**src/rtl/alu_pkg.sv**
```systemverilog
// Shared ALU definitions: opcode/opext encodings, PSR flag positions and
// the immediate-form decode helpers used by the operand stage.
package alu_pkg;

  // Immediate forms are identified by opcode. Register forms use opcode 0000
  // with the operation carried in opext.
  localparam logic [3:0] OPC_RTYPE = 4'b0000;
  localparam logic [3:0] ADDI  = 4'b0101;
  localparam logic [3:0] ADDUI = 4'b0110;
  localparam logic [3:0] ADDCI = 4'b0111;
  localparam logic [3:0] LSHI  = 4'b1000;
  localparam logic [3:0] RSHI  = 4'b1110;

  localparam logic [3:0] AND   = 4'b0001;
  localparam logic [3:0] OR    = 4'b0010;
  localparam logic [3:0] XOR   = 4'b0011;
  localparam logic [3:0] LSH   = 4'b0100;
  localparam logic [3:0] ADD   = 4'b0101;
  localparam logic [3:0] ADDU  = 4'b0110;
  localparam logic [3:0] ADDC  = 4'b0111;
  localparam logic [3:0] ARSH  = 4'b1011;
  localparam logic [3:0] RSH   = 4'b1100;
  localparam logic [3:0] ALSH  = 4'b1101;
  localparam logic [3:0] NOT   = 4'b1111;

  // PSR bit positions (CLFZN).
  localparam int FLAG_C = 4;
  localparam int FLAG_L = 3;
  localparam int FLAG_F = 2;
  localparam int FLAG_Z = 1;
  localparam int FLAG_N = 0;

  function automatic logic is_imm(input logic [3:0] opcode);
    return (opcode == ADDI) || (opcode == ADDCI) || (opcode == ADDUI) ||
           (opcode == LSHI) || (opcode == RSHI);
  endfunction

  function automatic logic imm_signed(input logic [3:0] opcode);
    return (opcode == ADDI) || (opcode == ADDCI);
  endfunction

endpackage

```
**src/rtl/alu_operand_stage_if.sv**
```systemverilog
// Bus between the operand stage and its neighbours: instruction handshake,
// ALU operand bundle, writeback port and PSR readout.
interface alu_operand_stage_if #(parameter int W = 16);
  logic         in_valid;
  logic         in_ready;
  logic [15:0]  instr;
  logic         out_valid;
  logic         out_ready;
  logic [3:0]   alu_opcode;
  logic [3:0]   alu_opext;
  logic [W-1:0] alu_a;
  logic [W-1:0] alu_b;
  logic [3:0]   alu_rdest;
  logic         wb_en;
  logic [3:0]   wb_addr;
  logic [W-1:0] wb_data;
  logic         flags_we;
  logic [4:0]   wb_flags;
  logic [4:0]   psr;

  // Environment side: issues instructions, drains bundles, drives writeback.
  modport master (
    output in_valid, instr, out_ready, wb_en, wb_addr, wb_data, flags_we, wb_flags,
    input  in_ready, out_valid, alu_opcode, alu_opext, alu_a, alu_b, alu_rdest, psr
  );

  // Operand stage side.
  modport slave (
    input  in_valid, instr, out_ready, wb_en, wb_addr, wb_data, flags_we, wb_flags,
    output in_ready, out_valid, alu_opcode, alu_opext, alu_a, alu_b, alu_rdest, psr
  );
endinterface

```
**src/rtl/alu_operand_stage_regfile16x16.sv**
```systemverilog
// 16x16 register file: two asynchronous read ports, one synchronous write
// port, asynchronous reset to zero. R0 is an ordinary register.
module regfile16x16 #(
  parameter int NREGS = 16,
  parameter int W     = 16
) (
  input  logic         clk,
  input  logic         reset,
  input  logic         we_i,
  input  logic [3:0]   waddr_i,
  input  logic [W-1:0] wdata_i,
  input  logic [3:0]   raddr_a_i,
  output logic [W-1:0] rdata_a_o,
  input  logic [3:0]   raddr_b_i,
  output logic [W-1:0] rdata_b_o
);

  logic [W-1:0] regs_q [NREGS];

  // Storage: clear on reset, write one entry per edge when enabled.
  always_ff @(posedge clk or posedge reset) begin
    if (reset) begin
      for (int i = 0; i < NREGS; i++) regs_q[i] <= '0;
    end else if (we_i) begin
      regs_q[waddr_i] <= wdata_i;
    end
  end

  assign rdata_a_o = regs_q[raddr_a_i];
  assign rdata_b_o = regs_q[raddr_b_i];

endmodule

```
**src/rtl/alu_operand_stage.sv**
```systemverilog
// Operand-fetch stage ahead of the 16-bit ALU: decodes the instruction,
// reads A = R[Rdest] and B = R[Rsrc] or extended imm8, and holds the bundle
// in a one-entry valid/ready register. Also takes ALU writeback and flags.
// Optional build macro: ALU_OPERAND_BYPASS_EN forwards a same-edge
// writeback into the operands being captured.
module alu_operand_stage
  import alu_pkg::*;
#(
  parameter int NREGS = 16,
  parameter int W     = 16
) (
  input logic clk,
  input logic reset,
  alu_operand_stage_if.slave bus
);

  logic [3:0]   opcode, rdest, opext, rsrc;
  logic [7:0]   imm8;
  logic [W-1:0] rf_a, rf_b;
  logic [W-1:0] opnd_a, rsrc_val, imm_ext, opnd_b;
  logic         accept;

  logic         out_valid_q, out_valid_d;
  logic [3:0]   opcode_q, opcode_d;
  logic [3:0]   opext_q, opext_d;
  logic [3:0]   rdest_q, rdest_d;
  logic [W-1:0] a_q, a_d;
  logic [W-1:0] b_q, b_d;
  logic [4:0]   psr_q;

  assign opcode = bus.instr[15:12];
  assign rdest  = bus.instr[11:8];
  assign opext  = bus.instr[7:4];
  assign rsrc   = bus.instr[3:0];
  assign imm8   = bus.instr[7:0];

  regfile16x16 #(.NREGS(NREGS), .W(W)) u_regfile (
    .clk       (clk),
    .reset     (reset),
    .we_i      (bus.wb_en),
    .waddr_i   (bus.wb_addr),
    .wdata_i   (bus.wb_data),
    .raddr_a_i (rdest),
    .rdata_a_o (rf_a),
    .raddr_b_i (rsrc),
    .rdata_b_o (rf_b)
  );

`ifdef ALU_OPERAND_BYPASS_EN
  assign opnd_a   = (bus.wb_en && (bus.wb_addr == rdest)) ? bus.wb_data : rf_a;
  assign rsrc_val = (bus.wb_en && (bus.wb_addr == rsrc))  ? bus.wb_data : rf_b;
`else
  // Without forwarding the captured operand is the pre-write value; the
  // issuer must leave a bubble after a writeback it depends on.
  assign opnd_a   = rf_a;
  assign rsrc_val = rf_b;
`endif

  assign imm_ext = imm_signed(opcode) ? {{(W-8){imm8[7]}}, imm8} : {{(W-8){1'b0}}, imm8};
  assign opnd_b  = is_imm(opcode) ? imm_ext : rsrc_val;

  assign bus.in_ready = !out_valid_q || bus.out_ready;
  assign accept       = bus.in_valid && bus.in_ready;

  // Output register next state: load on accept, drop valid on a bare drain.
  always_comb begin
    out_valid_d = out_valid_q;
    opcode_d    = opcode_q;
    opext_d     = opext_q;
    rdest_d     = rdest_q;
    a_d         = a_q;
    b_d         = b_q;
    if (accept) begin
      out_valid_d = 1'b1;
      opcode_d    = opcode;
      opext_d     = opext;
      rdest_d     = rdest;
      a_d         = opnd_a;
      b_d         = opnd_b;
    end else if (out_valid_q && bus.out_ready) begin
      out_valid_d = 1'b0;
    end
  end

  // Output register state.
  always_ff @(posedge clk or posedge reset) begin
    if (reset) begin
      out_valid_q <= 1'b0;
      opcode_q    <= '0;
      opext_q     <= '0;
      rdest_q     <= '0;
      a_q         <= '0;
      b_q         <= '0;
    end else begin
      out_valid_q <= out_valid_d;
      opcode_q    <= opcode_d;
      opext_q     <= opext_d;
      rdest_q     <= rdest_d;
      a_q         <= a_d;
      b_q         <= b_d;
    end
  end

  // Processor status register, loaded from the ALU flags on request.
  always_ff @(posedge clk or posedge reset) begin
    if (reset)             psr_q <= '0;
    else if (bus.flags_we) psr_q <= bus.wb_flags;
  end

  assign bus.out_valid  = out_valid_q;
  assign bus.alu_opcode = opcode_q;
  assign bus.alu_opext  = opext_q;
  assign bus.alu_rdest  = rdest_q;
  assign bus.alu_a      = a_q;
  assign bus.alu_b      = b_q;
  assign bus.psr        = psr_q;

endmodule

```
**src/flat_wrapper.sv**
```systemverilog
// flat-port wrapper written by rule: the top's interface ports become plain ports
module alu_operand_stage_flat import alu_pkg::*;
#(
  parameter int NREGS = 16,
  parameter int W     = 16
)
  (clk, reset, bus_in_valid, bus_instr, bus_out_ready, bus_wb_en, bus_wb_addr, bus_wb_data, bus_flags_we, bus_wb_flags, bus_in_ready, bus_out_valid, bus_alu_opcode, bus_alu_opext, bus_alu_a, bus_alu_b, bus_alu_rdest, bus_psr);
  alu_operand_stage_if #(.W(W)) bus_i ();
  input logic clk;
  input logic reset;
  input wire logic [$bits(bus_i.in_valid)-1:0] bus_in_valid;
  input wire logic [$bits(bus_i.instr)-1:0] bus_instr;
  input wire logic [$bits(bus_i.out_ready)-1:0] bus_out_ready;
  input wire logic [$bits(bus_i.wb_en)-1:0] bus_wb_en;
  input wire logic [$bits(bus_i.wb_addr)-1:0] bus_wb_addr;
  input wire logic [$bits(bus_i.wb_data)-1:0] bus_wb_data;
  input wire logic [$bits(bus_i.flags_we)-1:0] bus_flags_we;
  input wire logic [$bits(bus_i.wb_flags)-1:0] bus_wb_flags;
  output wire logic [$bits(bus_i.in_ready)-1:0] bus_in_ready;
  output wire logic [$bits(bus_i.out_valid)-1:0] bus_out_valid;
  output wire logic [$bits(bus_i.alu_opcode)-1:0] bus_alu_opcode;
  output wire logic [$bits(bus_i.alu_opext)-1:0] bus_alu_opext;
  output wire logic [$bits(bus_i.alu_a)-1:0] bus_alu_a;
  output wire logic [$bits(bus_i.alu_b)-1:0] bus_alu_b;
  output wire logic [$bits(bus_i.alu_rdest)-1:0] bus_alu_rdest;
  output wire logic [$bits(bus_i.psr)-1:0] bus_psr;
  assign bus_i.in_valid = bus_in_valid;
  assign bus_i.instr = bus_instr;
  assign bus_i.out_ready = bus_out_ready;
  assign bus_i.wb_en = bus_wb_en;
  assign bus_i.wb_addr = bus_wb_addr;
  assign bus_i.wb_data = bus_wb_data;
  assign bus_i.flags_we = bus_flags_we;
  assign bus_i.wb_flags = bus_wb_flags;
  assign bus_in_ready = bus_i.in_ready;
  assign bus_out_valid = bus_i.out_valid;
  assign bus_alu_opcode = bus_i.alu_opcode;
  assign bus_alu_opext = bus_i.alu_opext;
  assign bus_alu_a = bus_i.alu_a;
  assign bus_alu_b = bus_i.alu_b;
  assign bus_alu_rdest = bus_i.alu_rdest;
  assign bus_psr = bus_i.psr;
  alu_operand_stage #(.NREGS(NREGS), .W(W)) u_core (.clk(clk), .reset(reset), .bus(bus_i));
endmodule
```
**config.mk**
```make
export PLATFORM = sky130hd
export DESIGN_NAME = alu_operand_stage_flat
export DESIGN_NICKNAME = d
export VERILOG_FILES = /design/src/rtl/alu_pkg.sv /design/src/rtl/alu_operand_stage_if.sv /design/src/rtl/alu_operand_stage_regfile16x16.sv /design/src/rtl/alu_operand_stage.sv /design/src/flat_wrapper.sv
export SDC_FILE = /design/constraint.sdc
export NUM_CORES = 1
export LEC_CHECK = 0
export ABC_AREA = 0
export CAP_MARGIN = 15
export CORE_ASPECT_RATIO = 1.75
export CORE_MARGIN = 2
export CORE_UTILIZATION = 60
export CTS_BUF_LIST = sky130_fd_sc_hd__clkbuf_16
export DETAILED_ROUTE_END_ITERATION = 16
export PLACE_DENSITY = 0.91
export SLEW_MARGIN = 30
export SYNTH_ARGS = -nofsm -noshare
export SYNTH_HDL_FRONTEND = slang
export SYNTH_SLANG_ARGS = --single-unit
```
**constraint.sdc**
```tcl
create_clock -name clk -period 13.5 [get_ports clk]
set_input_delay 2.7 -clock clk [delete_from_list [all_inputs] [get_ports clk]]
set_output_delay 2.7 -clock clk [all_outputs]
set_load 0.02 [all_outputs]
```
* Word level (Yosys, flattened, before mapping) *
Index checks and enable logic that the tools add are counted.

storage, ports and cells
  bits of input ports = 47
  flip-flop bits (word level) = 306

operators by class
  eq/ne operators = 5
  magnitude comparators = 4
  reduce and logical (&&, ||, !) cells = 10
  bitwise gates (word level) = 3
  muxes and demuxes = 13

operators by type and width
  kind                                                                  count
  256-bit bitwise mux                                                   1
  16-bit binary-select mux with 4-bit select                            2
  16-bit two-way mux                                                    7
  16-bit demux with 4-bit select                                        1
  5-bit greater-or-equal comparator, second input constant              3
  4-bit NOT with 5-bit output                                           3
  4-bit by 3-bit == test with 1-bit output, second input constant       3
  4-bit == test, second input constant                                  2
  1-bit logical OR                                                      5
  5-bit by 1-bit < comparator with 1-bit output, second input constant  1
  1-bit logical AND                                                     3
  1-bit two-way mux                                                     2
  2-bit nonzero test                                                    1
  1-bit zero test                                                       1

* Logic depth before layout (Yosys ltp) *
Gate-level depths: netlist (run 1).

  depth in word-level cells = 6
  depth in mapped cells = 7
  depth with buffers taken out = 4

* Modules after synthesis *
Synthesis (run 1) repeated with hierarchy kept, for this count alone.

unflattened totals
  cells, all modules = 1019
  area, all modules = 15595.0 µm²

modules (own cells, without submodules)
  module             instances  cells an instance  area each (µm²)
  regfile16x16       1          852                13487.9
  alu_operand_stage  1          167                2107.0

* Worst setup path before layout (run 1) *
Ideal clock, no wire load.

  path type = input-to-output
  start point = input bus_out_ready
  end point = output bus_in_ready
  arrival time = 2.990 ns
  path buffers = 0
  data required time = 10.800 ns
  slack = 7.810 ns
  stages = 1
  cells stage by stage = nand2b_1

on the way
  cells in the longest elaborated chain, start to end = 1

RTL lines
  element           line                     RTL
  from (decl)       flat_wrapper.sv:13       input wire logic [$bits(bus_i.out_ready)-1:0] bus_out_ready;
  1-bit logical OR  alu_operand_stage.sv:62  assign bus.in_ready = !out_valid_q || bus.out_ready;
  to (decl)         flat_wrapper.sv:19       output wire logic [$bits(bus_i.in_ready)-1:0] bus_in_ready;

Every way passes these cells.

* Final worst setup path (run 1) *
Same ends and word-level chain as after synthesis.

==> results of run 1 <==
## flip-flops by register name (all words and copies together) (netlist names)
| register | count |
|---|---|
| u_core.bus.alu_opcode | 4 |
| u_core.bus.alu_a | 16 |
| u_core.bus.out_valid | 1 |
| u_core.bus.alu_b | 16 |
| u_core.bus.psr | 5 |
| u_core.bus.alu_opext | 4 |
| u_core.u_regfile.regs_q | 256 |
| u_core.bus.alu_rdest | 4 |
## cells in the final DEF (no fill, tap or decap), types with 3 or more instances in the layout
cell type	count
clkinv_2	5
o22ai_1	6
nor2_2	10
nor2_1	6
a221oi_1	6
buf_6	3
mux4_1	20
o21ai_0	16
a2bb2oi_1	16
nor2b_2	3
clkbuf_16	27
o31ai_1	4
buf_2	4
o21bai_1	6
buf_4	24
a22o_1	9
a21oi_1	9
nor3_1	3
nand2_1	43
mux2_1	3
nand2b_1	9
dfrtp_1	306
a22oi_1	5
o211ai_1	6
clkinv_1	5
mux2_2	271
clkdlybuf4s50_1	92
nand3b_1	3
mux2i_1	46
mux4_2	101
nor4_1	4
bufinv_16	7
## power by group
group / switching [W] / internal (W)
Clock: 0.000353 / 0.000499
Combinational: 0.000259 / 0.000402
Sequential: 0.000164 / 0.00113
## logic make-up (layout without fill, tap and decap cells)
logic type	count (synthesis)	count (layout)	share of synthesized area [%]
flops	306	306	48.9
mux	441	441	40.6
buf+inv	91	174	3.26
simple gates	97	97	3.01
compound gates	91	91	4.24
## critical path, stage by stage
cell and delay, ps:
clkdlybuf4s50_1 470, nand2b_1 240, clkdlybuf4s50_1 650
## layer usage
| metal | share of wire (%) | routed length, microns |
|---|---|---|
| met5 | 0.033 | 13 |
| met2 | 52 | 20700 |
| met1 | 35 | 14000 |
| met4 | 4.6 | 1840 |
| met3 | 7.8 | 3080 |
## how the worst max path moves through the flow
stage | to | startpoint
4_1_cts | bus_in_ready | bus_out_ready
3_5_place_dp | bus_in_ready | bus_out_ready
6_report | bus_in_ready | bus_out_ready
2_1_floorplan | u_core.bus.alu_a[0] | reset
3_3_place_gp | bus_in_ready | bus_out_ready
5_1_grt | bus_in_ready | bus_out_ready
## through the flow
| step | utilization [%] | area (sq um) |
|---|---|---|
| floorplan | - | 15600 |
| global route | 68.9 | 17700 |
| CTS | 68.7 | 17700 |
| finish | 68.9 | 17700 |
| global placement | 64.9 | 16700 |
| detailed placement | 64.9 | 16700 |
## cell type report
class                           count  area (sq um)
Clock inverter                     22           290
Sequential cell                   306          7660
Clock buffer                       27           676
Inverter                            1          16.3
Multi-Input combinational cell    629          7520
Fill cell                        1634          8030
Timing Repair Buffer              124          1180
Tap cell                          320           400
==> results.toml, run 1 <==
[cells_and_area]
fin_cells = 1429
diodes = 0
nNetsFinal = 1136
area_growth_pct = 13.4
final_layout_size_suffix_gt1_share_pct = 42.2

[place]
place_inst = 1379
gp_congestion = 0.835
dp_slack_ps = 6730
io_buffer_count = 97
place_hpwl_mm = 23.9

[synth]
synth-edff-count = 0
synth_top_area_share_pct = 48.9
synth_nets = 1073
syn_area_per_cell_sq_um = 15.3
synth_cell_type_count = 47
synth_largest_area_cell = "dfrtp_1"
syn_inst = 1026
synth_area_leaders = "dfrtp_1, mux2_2, mux4_2"
async_flop_share_pct = 100
ys_seq_elements = 306
yosysMostFrequentCell = "dfrtp_1"
synth-seq-area-share_pct = 48.9
netlist_area_sq_mm = 0.0156
synth_commonest_cells = "dfrtp_1, mux2_2, mux4_2"
ys_warn_count = 0
ys.flop_type = "dfrtp_1"

[timing]
slew_headroom_pct = 33.5
setup_tns_ps = 0
setup_slack_ps = 6740
post-route-min-period_ps = 6760
holdWs_ps = 475
worst_slew_pin_slew_ps = 998
skew_ps = 11.2
slew_viol_final = 0
fmax_mhz = 148
hold_violations = 0
fin_crit_sh_pct = 50.1
setup_viol = 0
rsz0062_at_grt = "false"

[route]
wire_per_inst_microns = 27.7
drt-vias-per-instance = 7.04
ant_nets = 0
via_count = 10100
drt_iter0_markers = 917
routed_wl_mm = 39.6
drt-pass1-iter-count = 5
drc = 0

[power]
powerDensity_mw_per_mm2 = 158
total_power_w = 0.00280
irDropWorstVdd_uv = 103
p_leak_nw = 7.47

[floorplanning]
die_area_sq_mm = 0.0274
rows = 78
pin_count = 98
core_sq_mm = 0.0258
initial_core_util_pct = 60.7
fp.dieH_microns = 218
fp.dieW_microns = 126

[global_routing]
grt_start_max_net_pins = 147
grtUsageMet1_pct = 35.9
top_usage_layer = "met2"
grt_pass1_vias = 10800
antenna_found_initial = 1
grtUsageTotal_pct = 29.5
met3_usage_pct = 5.25
grt_pass1_wl_mm = 62.1
grt_use_met2_pct = 51.2
overflow = 0

[run_status]
status = "finished, final reports clean"

[setup_path]
cp_max_fo = 6
worstReg2RegEnd = "u_core.bus.alu_b[0]"
endpoint_kind = "output port"
r2r_slack_ps = 10960
cp_data_arrival_time_ps = 4060
r2r_start = "u_core.bus.out_valid"
cp-start-kind = "input pin"
reg2reg_depth = 4
cp.required_ps = 10800
critPathKind = "input pin to output port"

[clock_tree]
cts_inserted_buffers = 27
holdBufCountCts = 0
h-tree-depth = 1
post_cts_buffers = 0
post_cts_resized = 0
clock_latency_ps = 560
cts_sinks = 306
cts-root-buf = "clkbuf_16"
cts_tree = "built"
cts_buffer_depth = 3
clk_pin_slew_worst_paths_ps = 70

[hold_path]
holdPathEnd = "u_core.bus.alu_opcode[3]"
min_from = "u_core.bus.alu_opcode[3]"
min_path_type = "flop to flop"
min_path_cells = 2

[flow_run]
maxCapViolCount = 0
No activity file was read; power rests on OpenSTA's default activity.
==> run 2, diff against run 1 <==
==> constraint.sdc (replaced) <==
create_clock -name clk -period 6.25 [get_ports clk]
set_input_delay 1.25 -clock clk [delete_from_list [all_inputs] [get_ports clk]]
set_output_delay 1.25 -clock clk [all_outputs]
set_load 0.02 [all_outputs]
==> results.toml, run 2 (same netlist as run 1, synthesis figures left out) <==
[timing]
worst_slew_pin_slew_ps = 1050
fmax_mhz = 261
holdWs_ps = 473
setup_tns_ps = 0
fin_crit_sh_pct = 61.2
post-route-min-period_ps = 3830
hold_violations = 0
slew_headroom_pct = 30.2
skew_ps = 17.2
slew_viol_final = 0
setup_viol = 0
rsz0062_at_grt = "false"
setup_slack_ps = 2420

[route]
ant_nets = 0
drt-pass1-iter-count = 5
topRoutingLayerUsed = "met5"
wire_per_inst_microns = 28.6
drc = 0
wl_met1_mm = 14.4
drt-vias-per-instance = 7.03
routed_wl_mm = 40.8
drt_iter0_markers = 1068
wl_met3_mm = 2.96
wl_met2_mm = 21.1
via_count = 10000

[cells_and_area]
regArea_sq_mm = 0.00766
final_common_cell = "dfrtp_1"
multi_input_area_sq_mm = 0.00752
diodes = 0
regMostFlops = "u_core.u_regfile.regs_q"
nNetsFinal = 1135
utilization_pct = 68.1
area_growth_pct = 12.2
largest_reg_flops = 256
final_layout_size_suffix_gt1_share_pct = 41.4
mostFrequentLayoutCells = "dfrtp_1, mux2_2, mux4_2"
n_fill_cell = 1683

[setup_path]
cp_num_buf_inv = 2
slowest_delay_ps = 650
cpMaxStageDelayCell = "clkdlybuf4s50_1"
r2r_slack_ps = 4300
cp_data_arrival_time_ps = 2580
cp-start-kind = "input pin"
critical_path.top_delay_family = "buffers and inverters"
reg2reg_depth = 5
critPathKind = "input pin to output port"
cp.required_ps = 5000
endpoint_kind = "output port"
worstReg2RegEnd = "u_core.bus.alu_a[3]"
cp_max_fo = 6
r2r_start = "u_core.bus.out_valid"
crit_start = "bus_out_ready"
worstPathCellList = "clkdlybuf4s50_1 > nand2b_1 > clkdlybuf4s50_1"
cp_common_cell = "clkdlybuf4s50_1"

[floorplanning]
initial_core_util_pct = 60.7
fp.dieH_microns = 218
fp.dieW_microns = 126
pin_count = 98
rows = 78
core_sq_mm = 0.0258
die_area_sq_mm = 0.0274

[clock_tree]
cts_buffer_depth = 3
h-tree-depth = 1
cts_sinks = 306
cts_tree = "built"
clock_latency_ps = 560
cts_inserted_buffers = 27
clk_pin_slew_worst_paths_ps = 70
post_cts_buffers = 0
holdBufCountCts = 0
cts-root-buf = "clkbuf_16"
post_cts_resized = 0

[hold_path]
min_path_cells = 2
min_from = "u_core.bus.alu_opext[3]"
min_path_type = "flop to flop"
holdPathEnd = "u_core.bus.alu_opext[3]"

[place]
place_hpwl_mm = 25.2
io_buffer_count = 97
dp_slack_ps = 2240
gp_congestion = 0.836

[power]
irDropWorstVdd_uv = 235
powerDensity_mw_per_mm2 = 329
p_leak_nw = 7.39

[global_routing]
grtUsageTotal_pct = 30.3
grt_pass1_wl_mm = 63.4
grt_start_max_net_pins = 189
antenna_found_initial = 1
grt_pass1_vias = 11000
overflow = 0

[flow_run]
maxCapViolCount = 0

[run_status]
status = "finished, final reports clean"
run 2: area by class of cell:
type / count / area share (%)
clock buffer: 27 / 3.85
clock inverter: 20 / 0.570
inverter: 1 / 0.0428
multi-input combinational: 629 / 42.8
sequential: 306 / 43.6
tap: 320 / 2.28
timing repair buffer: 123 / 6.83
run 2: through the flow:
step	total power (W)	std cells	area [sq um]
2_1_floorplan	0.00374	1026	15700
3_3_place_gp	0.00414	1378	16700
3_5_place_dp	0.00424	1378	16800
4_1_cts	0.00576	1425	17500
5_1_grt	0.00599	1426	17600
6_report	0.00577	1426	17600
run 2: how the worst max path moves through the flow:
| stage | slack, ps | endpoint | depth (start not counted) |
|---|---|---|---|
| detailed placement | 2240 | u_core.bus.alu_b[13] | 6 |
| global route | 2390 | bus_in_ready | 3 |
| floorplan | 930 | u_core.bus.alu_a[0] | 1 |
| CTS | 2420 | bus_in_ready | 3 |
| global placement | 2340 | u_core.bus.alu_b[3] | 6 |
| finish | 2420 | bus_in_ready | 3 |
run 2: worst register-to-register path, delay by kind of cell, from the launching register on:
family / cells / cell delay [ps]
AND/OR/NAND/NOR: 3 / 790
flip-flops: 1 / 380
buffers and inverters: 1 / 300
AO/OA/AOI/OAI: 1 / 370
run 2: per-layer routing:
| metal | GRT usage (%) | vias to the layer above |
|---|---|---|
| met1 | 35.9 | 5244 |
| li1 | - | 4069 |
| met3 | 5.91 | 157 |
| met4 | 16.6 | 2 |
| met5 | 0 | - |
| met2 | 51.9 | 549 |
run 2: report_power, final:
group	internal, W	total, W	switching, W	leakage, nW
Sequential	0.00243	0.00281	0.000375	3.76
Clock	0.000785	0.00153	0.000745	0.394
Combinational	0.000871	0.00144	0.000568	3.24
Total	0.00409	0.00577	0.00169	7.39
==> edit 1: new RTL, settings of run 2 <==
`b_q` no longer has a reset.
--- a/src/rtl/alu_operand_stage.sv
+++ b/src/rtl/alu_operand_stage.sv
@@ -92,3 +92,2 @@
       a_q         <= '0;
-      b_q         <= '0;
     end else begin
@@ -99,4 +98,7 @@
       a_q         <= a_d;
-      b_q         <= b_d;
     end
+  end
+
+  always_ff @(posedge clk) begin
+    b_q <= b_d;
   end
Function: changed (a bounded check fails within 4 cycles, from zero or initial values and one cycle with reset high).
==> edit 1 against run 2 <==
  * Worst setup slack better by 23 ps
  * Total power rose by 2.0%
  * Sequential cell count unchanged
  * Die area barely moved
  * Synthesized area hardly changed
  * Final area increased by 0.75%
  * Combinational power shrank 3%
  * Routed wire length down 5.6%
  * Largest power group unchanged
==> edit 1: results (changes against run 2) <==
| Metric | Value |
|---|---|
| Outcome | `finished clean (unchanged)` |
| Dpl cell area | `16800 um^2 (about the same)` |
| Area taken by multi-input logic gates | `7420 um^2 (was 7520 um^2)` |
| Post-synthesis sequential area ratio | `49.4% (was 48.9%)` |
| Clock skew | `12.6 ps (was 17.2 ps)` |
| Signal inverters | `2 (was 1)` |
| FFs w/ async S/R, synth | `94.8% (was 100%)` |
| TritonCTS buffer count | `28 (was 27)` |
| Number of distinct library cells after synthesis | `42 (was 47)` |
| Post-synth EDFFs | `16 (was 0)` |
| Initial antenna violation count | `0 (was 1)` |
| LEAKAGE | `0.00739 uW (about the same)` |
| Total GRT Usage | `29.0% (was 30.3%)` |
| Commonest cells post-synth | `dfrtp_1 (290), mux2_2 (254), mux4_2 (122), mux2i_1 (54), buf_2 (39) (was dfrtp_1 (306), mux2_2 (271), mux4_2 (101), mux2i_1 (46), nand2_1 (44))` |
| Normalized max-slew margin | `36.0% (was 30.2%)` |
| Via density | `6.88 (was 7.03)` |
| Worst IR Drop VDD | `0.000207 V (was 0.000235 V)` |
| Register fraction of the total cell area | `43.7% (was 43.6%)` |
| Cell Area, Synth | `15700 um^2 (was 15600 um^2)` |
| Vias in the first global route | `10500 (was 11000)` |
| Nets | `1105 (was 1135)` |
| Largest net degree at the start of global routing | `147 (was 189)` |
| Share of layout cells above drive strength 1 | `44.2% (was 41.4%)` |
| Placed cells | `1347 (was 1378)` |
| Crit path DAT | `2550 ps (was 2580 ps)` |
| First-pass GRT wire length | `60300 um (was 63400 um)` |
| Final wirelength | `38600 um (was 40800 um)` |
| NonClk Buf Share | `6.89% (was 6.83%)` |
| Sequential cell area | `7740 um^2 (was 7660 um^2)` |
| Starting DRT DRC Count | `967 (was 1068)` |
| Syn Nets | `1033 (was 1073)` |
| Non-filler instance count after layout | `1399 (was 1426)` |
| Nonclk buf count | `127 (was 123)` |
| Hpwl dp | `22500 um (was 25200 um)` |
## edit 1: layer usage
layer | share of wire [%] | vias to the layer above | global-route usage (%)
met5 | 0 | - | 0
met4 | 5.1 | 0 | 16.0
met3 | 6.2 | 134 | 4.47
met2 | 53 | 423 | 49.9
met1 | 36 | 5121 | 34.9
li1 | - | 3951 | -
## edit 1: logic make-up after synthesis
logic type	count (synthesis)	share of synthesized area [%]
mux	464	42.3
buf+inv	87	3.28
flops	306	49.4
compound gates	54	2.37
simple gates	75	2.60
## edit 1: path summary, 6_finish.rpt
| kind | start | to | slack [ps] | cells after the start |
|---|---|---|---|---|
| worst max-delay path | bus_out_ready | bus_in_ready | 2450 | 3 |
| worst min-delay path | u_core.bus.alu_opext[0]$_DFFE_PP0P_ | u_core.bus.alu_opext[0]$_DFFE_PP0P_ | 470 | 2 |
| worst max register to register | u_core.u_regfile.regs_q[193]$_DFFE_PP0P_ | u_core.bus.alu_b[1]$_DFFE_PP_ | 4520 | 4 |
| worst min register to register | u_core.bus.alu_opext[0]$_DFFE_PP0P_ | u_core.bus.alu_opext[0]$_DFFE_PP0P_ | 470 | 2 |
| max in group asynchronous | reset | u_core.u_regfile.regs_q[124]$_DFFE_PP0P_ | 3870 | 4 |
| min in group asynchronous | reset | u_core.u_regfile.regs_q[179]$_DFFE_PP0P_ | 1050 | 2 |
## edit 1: worst max-delay path, delay by kind of cell
kind          cells  cell delay, ps
buf+inv           2            1090
simple gates      1             210
## edit 1: power breakdown
group	internal [uW]	total, uW	switching [uW]
registers	2440	2780	339
clock network	961	1710	746
logic	868	1400	530
total	4270	5890	1610
==> edit 2: new RTL, settings of run 2 <==
Made on the original files. The option `ALU_OPERAND_BYPASS_EN` is turned on by a define.
--- a/src/rtl/alu_operand_stage.sv
+++ b/src/rtl/alu_operand_stage.sv
@@ -5,2 +5,4 @@
 // writeback into the operands being captured.
+`define ALU_OPERAND_BYPASS_EN
+
 module alu_operand_stage
Function: changed (a bounded check fails within 4 cycles, from zero or initial values and one cycle with reset high).
==> edit 2 against run 2 <==
  * Sequential power about the same
  * Total power increased by 3.3%
  * Largest cell class is now multi-input combinational cells
  * Count of clock-buffer cells in the layout increased by 2
  * Non-clock buffer count increased by 1
  * Sequential share of layout area decreased by 0.65 points
  * Global-route usage increased by 1.9 points
  * Die area increased by 0.29%
  * Worst setup slack improved by 23 ps
  * Register-to-register slack got worse by 490 ps
  * Critical endpoint unchanged
  * Sequential cell count unchanged
  * Final area increased by 1.5%
  * Synthesized area increased by 0.30%
  * Routed wire length increased by 7.0%
  * Highest routed layer is now met4
==> edit 2: results (changes against run 2) <==
| Metric | Value |
|---|---|
| Crit path DAT | `2550 ps (was 2580 ps)` |
| Xor/xnor cell area share of the yosys netlist | `0.446% (was 0%)` |
| Ranking of synthesized cells by area | `dfrtp_1 (49%), mux4_2 (21%), mux2_2 (19%), nand2_1 (1.5%), clkbuf_1 (1.4%) (was dfrtp_1 (49%), mux2_2 (20%), mux4_2 (15%), mux4_1 (3.4%), mux2i_1 (2.9%))` |
| Syn Inst Count | `1027 (was 1026)` |
| Hold endpoint | `u_core.bus.alu_rdest[1]$_DFFE_PP0P_ (was u_core.bus.alu_opext[3]$_DFFE_PP0P_)` |
| Number of distinct library cells after synthesis | `39 (was 47)` |
| Outcome | `finished clean (unchanged)` |
| Hpwl dp | `26700 um (was 25200 um)` |
| Hold wc startpoint | `u_core.bus.alu_rdest[1]$_DFFE_PP0P_ (was u_core.bus.alu_opext[3]$_DFFE_PP0P_)` |
| Share of layout cells above drive strength 1 | `44.6% (was 41.4%)` |
| GRT met3 Usage | `5.40% (was 5.91%)` |
| Met1 global-route usage | `38.5% (was 35.9%)` |
| Gpl congestion | `0.882 (was 0.836)` |
| Largest register FFs | `256 (unchanged)` |
| Hold_ws | `481 ps (was 473 ps)` |
| Total GRT Usage | `32.2% (was 30.3%)` |
| First-pass detailed-route iteration total | `6 (was 5)` |
| Via density | `7.28 (was 7.03)` |
| Final wirelength | `43700 um (was 40800 um)` |
| # diodes | `0 (unchanged)` |
| Vias in the first global route | `11000 (about the same)` |
| TritonCTS buffer count | `28 (was 27)` |
| Initial antenna violation count | `0 (was 1)` |
| Syn Nets | `1074 (was 1073)` |
| Worst-path maximum fanout | `4 (was 6)` |
| Reg2Reg Depth | `5 (unchanged)` |
| Placed cells | `1380 (was 1378)` |
| Post-synthesis sequential area ratio | `48.8% (was 48.9%)` |
| Mux cell area share after synthesis | `40.6% (about the same)` |
| Largest net degree at the start of global routing | `170 (was 189)` |
| LEAKAGE | `0.00733 uW (was 0.00739 uW)` |
| First-pass GRT wire length | `66000 um (was 63400 um)` |
| Worst IR Drop VDD | `0.000226 V (was 0.000235 V)` |
| Commonest cells post-synth | `dfrtp_1 (306), mux2_2 (262), mux4_2 (147), nand2_1 (61), clkbuf_1 (59) (was dfrtp_1 (306), mux2_2 (271), mux4_2 (101), mux2i_1 (46), nand2_1 (44))` |
| Worst reg-to-reg setup slack | `3810 ps (was 4300 ps)` |
| Vias | `10400 (was 10000)` |
| Post-synthesis compound-gate area fraction | `3.52% (was 4.24%)` |
| FFs w/ async S/R, synth | `100% (unchanged)` |
| FF-to-FF End | `u_core.bus.alu_b[14]$_DFFE_PP0P_ (was u_core.bus.alu_a[3]$_DFFE_PP0P_)` |
| Fillers | `1642 (was 1683)` |
| Final setup vio count | `0 (unchanged)` |
| Met2 layer usage reported by global route | `53.5% (was 51.9%)` |
| Clock skew | `7.90 ps (was 17.2 ps)` |
| Normalized max-slew margin | `24.2% (was 30.2%)` |
## edit 2: cell count changes after synthesis, sizes merged, moves of 13 or more
| cell | delta |
|---|---|
| a221o | +16 |
| buf | -19 |
| clkbuf | +19 |
| mux2i | -43 |
| mux4 | +29 |
| nand2 | +16 |
| nor2b | +19 |
| o21ai | -13 |
## edit 2: cell type report
class | instances | area [um^2] | area share, %
Clock inverter | 23 | 151 | 0.849
Tap cell | 320 | 400 | 2.25
Multi-Input combinational cell | 630 | 7680 | 43.1
Sequential cell | 306 | 7660 | 43.0
Timing Repair Buffer | 124 | 1200 | 6.74
Clock buffer | 29 | 726 | 4.07
Inverter | 1 | 7.51 | 0.0421
## edit 2: cells by family (layout without fill, tap and decap cells)
group           Yosys count  after routing
flops                   306            306
mux                     415            415
xor+xnor                  8              8
simple gates            135            135
buf+inv                  91            177
compound gates           72             72
## edit 2: stage by stage
stage	worst slack (ps)	utilization [%]	area, um^2	power, uW
2_1_floorplan	929	-	15700	3780
3_3_place_gp	2360	65.4	16900	4190
3_5_place_dp	2270	65.4	16900	4280
4_1_cts	2460	68.8	17800	5960
5_1_grt	2450	68.9	17800	6180
6_report	2450	68.9	17800	5970
## edit 2: how the worst max path moves through the flow
stage | from | endpoint | slack, ps
detailed placement | bus_instr[9] | u_core.bus.alu_a[7]$_DFFE_PP0P_ | 2270
CTS | bus_out_ready | bus_in_ready | 2460
finish | bus_out_ready | bus_in_ready | 2450
global placement | bus_instr[9] | u_core.bus.alu_a[0]$_DFFE_PP0P_ | 2360
floorplan | reset | u_core.bus.alu_a[0]$_DFFE_PP0P_ | 930
global route | bus_out_ready | bus_in_ready | 2450
## edit 2: worst max-delay path: stages
cell and delay [ps]:
clkdlybuf4s50_1 440, nand2b_1 210, clkdlybuf4s50_1 650
## edit 2: where the power goes
group / switching, uW / internal (uW) / leakage (uW)
logic: 578 / 917 / 0.00313
registers: 363 / 2430 / 0.00375
clock network: 757 / 919 / 0.000446
total: 1700 / 4270 / 0.00733
## edit 2: routing by layer
metal / vias up / wire length (um)
li1: 4087 / -
met1: 5421 / 14500
met2: 720 / 22100
met3: 209 / 3730
met4: 0 / 3370
met5: - / 0
